## src/rtl/exc_redirect_ctrl.sv

```systemverilog
// rtl/exc_redirect_ctrl.sv - exception redirect sequencer: drains outstanding fetches, then strobes the new PC.
// Optional drain watchdog enabled by defining REDIRECT_TIMEOUT_EN.
`timescale 1ns/1ps
module exc_redirect_ctrl (
  input  logic        clk,
  input  logic        rst,
  input  logic        exc_valid,
  input  logic [31:0] exc_target,
  input  logic        fetch_fire,
  input  logic        inst_sram_data_ok,
  output logic        flush,
  output logic        fetch_block,
  output logic        discard_data,
  output logic        pc_redirect_valid,
  output logic [31:0] pc_redirect,
  output logic        timeout_err
);

  typedef enum logic [1:0] {IDLE, DRAIN, REDIRECT} state_t;

  state_t      state, state_nx;
  logic [1:0]  cnt, cnt_nx, cnt_d;
  logic [31:0] target;
  logic        latch;
  logic        wd_fire;

  // Simultaneous issue and return cancel; data_ok with nothing outstanding is dropped.
  always_comb begin
    cnt_nx = cnt;
    if (fetch_fire && !inst_sram_data_ok && cnt != 2'd3)
      cnt_nx = cnt + 2'd1;
    else if (!fetch_fire && inst_sram_data_ok && cnt != 2'd0)
      cnt_nx = cnt - 2'd1;
  end

`ifdef REDIRECT_TIMEOUT_EN
  logic [7:0] wd;
  logic       timeout_q;

  assign wd_fire = (state == DRAIN) && (wd == 8'hff);

  // Counter sits at zero outside DRAIN, so DRAIN entry always starts from zero.
  always_ff @(posedge clk or posedge rst) begin
    if (rst) begin
      wd        <= 8'd0;
      timeout_q <= 1'b0;
    end else begin
      timeout_q <= wd_fire;
      if (state != DRAIN || inst_sram_data_ok || wd_fire)
        wd <= 8'd0;
      else
        wd <= wd + 8'd1;
    end
  end

  assign timeout_err = timeout_q;
`else
  assign wd_fire     = 1'b0;
  assign timeout_err = 1'b0;
`endif

  assign cnt_d = wd_fire ? 2'd0 : cnt_nx;

  always_comb begin
    state_nx = state;
    latch    = 1'b0;
    case (state)
      IDLE: begin
        if (exc_valid) begin
          latch    = 1'b1;
          state_nx = (cnt_nx == 2'd0) ? REDIRECT : DRAIN;
        end
      end
      DRAIN: begin
        latch = exc_valid;
        // A fresh request keeps us draining one more cycle so its target is the one issued.
        if (wd_fire || (!exc_valid && cnt_nx == 2'd0))
          state_nx = REDIRECT;
      end
      REDIRECT: begin
        latch    = exc_valid;
        state_nx = exc_valid ? REDIRECT : IDLE;
      end
      default: state_nx = IDLE;
    endcase
  end

  always_ff @(posedge clk or posedge rst) begin
    if (rst) begin
      state  <= IDLE;
      cnt    <= 2'd0;
      target <= 32'd0;
    end else begin
      state <= state_nx;
      cnt   <= cnt_d;
      if (latch)
        target <= exc_target;
    end
  end

  assign flush             = (state != IDLE);
  assign fetch_block       = (state != IDLE) || (cnt == 2'd3);
  assign discard_data      = (state == DRAIN) && inst_sram_data_ok;
  assign pc_redirect_valid = (state == REDIRECT);
  assign pc_redirect       = target;

endmodule

```

## config.mk

```make
export PLATFORM = sky130hd
export DESIGN_NAME = exc_redirect_ctrl
export DESIGN_NICKNAME = d
export VERILOG_FILES = /design/src/rtl/exc_redirect_ctrl.sv
export SDC_FILE = /design/constraint.sdc
export NUM_CORES = 1
export LEC_CHECK = 0
export CAP_MARGIN = 25
export CORE_ASPECT_RATIO = 1.75
export CORE_MARGIN = 1
export CORE_UTILIZATION = 43
export CTS_CLUSTER_DIAMETER = 80
export DETAILED_ROUTE_END_ITERATION = 10
export PLACE_DENSITY = 0.84
export SLEW_MARGIN = 10
export SYNTH_ARGS = -nofsm -noshare
export SYNTH_HDL_FRONTEND = slang
export SYNTH_SLANG_ARGS = --single-unit
```

## constraint.sdc

```tcl
create_clock -name clk -period 2.45 [get_ports clk]
set_input_delay 0.3675 -clock clk [delete_from_list [all_inputs] [get_ports clk]]
set_output_delay 0.3675 -clock clk [all_outputs]
set_load 0.1 [all_outputs]
```

==> reports/metrics.csv <==
stage;metric;value;unit
run_status;status;completed;
die;Initial Util;0.447;
global_route;vias in the first global route;1090;
place;DPL Wire Length;2.60;mm
die;Chip Width;46.7;um
sta;clk_skew;3.70;ps
clock_network;Worst-path clk slew;70;ps
sta;Final Hold Viols;0;
clock_network;cts bufs inserted;5;
layout;layout cell share with drive strength beyond 1;0.369;
global_route;grt peak-use layer;met2;
worst_setup_path;reg2reg setup slack;830;ps
worst_setup_path;CP max stage delay;410;ps
layout;fillers;264;
clock_network;post-CTS sizing;0;
route;total wire length;3.37;mm
clock_network;maximum root-to-sink buffer count;2;
route;drt drc;0;
logic_synthesis;Post-synth EDFFs;0;
worst_setup_path;WS Path Type;reg2out;
clock_network;Post-CTS Setup Bufs;0;
logic_synthesis;FFs w/ async S/R, synth;1.00;
layout;Post-Layout Cell Count;224;
route;vias per cell;4.87;
global_route;total track usage;0.191;
global_route;remaining global-route overflow;0;
worst_setup_path;worst-path fanout max;3;
global_route;initial antenna violation count;0;
sta;RSZ-0062 raised after global routing;no;
worst_setup_path;crit path launch;cnt[0]$_DFF_PP0_;
worst_setup_path;Critical path buffers and inverters;1;
sta;Final Cycle Share;0.756;
die;Rows;28;
sta;min Tclk post-route;1850;ps
sta;Hold WS;491;ps
logic_synthesis;Post-Syn Area;1500;um2
global_route;met2 Use GR;0.342;
layout;FF/Latch Area;901;um2
layout;multi-input combinational cell area;561;um2
worst_setup_path;CP top delay family;flip-flops;
sta;setup_tns;0;ps
clock_network;total clock sinks;36;
logic_synthesis;ys flop type;dfrtp_1;
sta;Max Transition Viols Final;0;
logic_synthesis;mux contribution to synthesized area;0.246;
worst_setup_path;WP data required;2080;ps
clock_network;CTS root buffer;clkbuf_8;
logic_synthesis;XOR/XNOR Fraction of Synth Area;0.00582;
route;DR pass1 iterations;2;
logic_synthesis;syn avg cell area;14.7;um2
flow_run;MaxCap Viol Count;0;
worst_setup_path;Arr. time, crit path;1480;ps
layout;P&R area growth vs syn;52.5;%
global_route;largest net degree at the start of global routing;37;
layout;ANT cells;0;
logic_synthesis;register area share after synthesis;0.599;
route;Initial DRC Count;5;
logic_synthesis;Post-Syn Instances;102;
clock_network;# hold bufs at CTS;0;
die;Die Ht;80.2;um
logic_synthesis;yosys warns;0;
logic_synthesis;complex-gate fraction of the synthesized area;0.0449;
global_route;first-pass GRT wire length;5.04;mm
sta;Final setup viols;0;
logic_synthesis;#FFs+latches synth;36;
logic_synthesis;Post-Synth Adder-Cell Area;0.0166;
global_route;GRT met3 Usage;0.0494;
clock_network;htree depth;2;
worst_setup_path;crit-path cells;ha_1 -> or3_1 -> buf_4;
worst_setup_path;CP Capture Type;output port;
logic_synthesis;largest family of logic cells by synthesized area;multiplexers;
worst_hold_path;Hold Crit Class;in2async;
layout;most frequent cells in the layout;dfrtp_1 (36), clkdlybuf4s50_1 (36), buf_4 (36), mux2_1 (17), mux2_2 (15);
clock_network;Clock Latency Late Sink;270;ps
place;Inst Count DP;216;
global_route;grt met1 use;0.200;
route;WL per Instance;15.0;um
clock_network;CTS tree;done;
die;core area;3360;um2
logic_synthesis;Syn Nets;141;
place;PortBufs;72;
logic_synthesis;Synth Area in Simple Gates;0.0516;
worst_setup_path;highest-delay cell along the critical path;dfrtp_1;
route;remaining antenna violation count after routing;0;
worst_setup_path;Critical Path Start Type;flip-flop;
logic_synthesis;Distinct cells, synth;25;
sta;Peak Freq;540;MHz
layout;Final nets;217;
route;Via Count;1090;
die;IO Count;74;
place;GPL Wtd Cong;0.720;
die;die area;3750;um2
worst_setup_path;worst reg2reg path startpoint;cnt[1]$_DFF_PP0_;
[through the flow]
| stage | worst slack (ps) | utilization | instance area (um2) |
|---|---|---|---|
| final | 598 | 0.682 | 2290 |
| after global routing | 540 | 0.682 | 2290 |
| after CTS | 587 | 0.682 | 2290 |
| after detailed placement | 573 | 0.655 | 2200 |
| after global placement | 623 | 0.655 | 2200 |
| after floorplan | 320 | - | 1500 |
[layer usage]
metal  routed length [um]  share of wire
met5                    0              0
met4                   64          0.019
met3                  165          0.049
met1                 1090           0.32
met2                 2050           0.61
[sequential cells by signal, indices dropped and copies added (netlist names)]
signal,count
state,2
pc_redirect,32
cnt,2
[tightest hold or removal path, cell delays in order]
cell	delay (ps)
clkdlybuf4s50_1	390
inv_1	50
buf_4	390
[area by class of cell]
| type | instances | area share |
|---|---|---|
| Sequential cell | 36 | 0.393 |
| Timing Repair Buffer | 74 | 0.292 |
| Multi-Input combinational cell | 57 | 0.244 |
| Clock buffer | 8 | 0.0393 |
| Tap cell | 45 | 0.0245 |
| Inverter | 4 | 0.00655 |
[Yosys cell counts, types with 2 or more instances]
cell	number	share of area
dfrtp_1	36	0.60
mux2_1	17	0.13
mux2_2	15	0.11
buf_4	4	0.020
inv_1	4	0.010
nor2_1	3	0.0075
a211oi_2	2	0.017
ha_1	2	0.017
nor2b_1	2	0.0083
nor3_1	2	0.0067
[kinds of logic (layout without fill, tap and decap cells)]
| logic type | after synthesis | after routing |
|---|---|---|
| AOI/OAI and AO/OA | 7 | 7 |
| other | 1 | 1 |
| DFF | 36 | 36 |
| xor gates and xnor gates | 1 | 1 |
| muxes | 33 | 33 |
| adders and majority gates | 2 | 2 |
| buffers and inverters | 9 | 86 |
| and+or+nand+nor | 13 | 13 |
[path summary, 6_finish.rpt]
check,to,cells past startpoint
min in group clk,pc_redirect[26]$_DFFE_PP0P_,1
max in group asynchronous,state[0]$_DFFE_PP0P_,3
max,fetch_block,3
min reg2reg,pc_redirect[26]$_DFFE_PP0P_,1
min,pc_redirect[22]$_DFFE_PP0P_,3
max reg2reg,state[0]$_DFFE_PP0P_,6
Power is not shown: default switching activity piles up to over one toggle a cycle in this logic, so the estimate is an artifact.
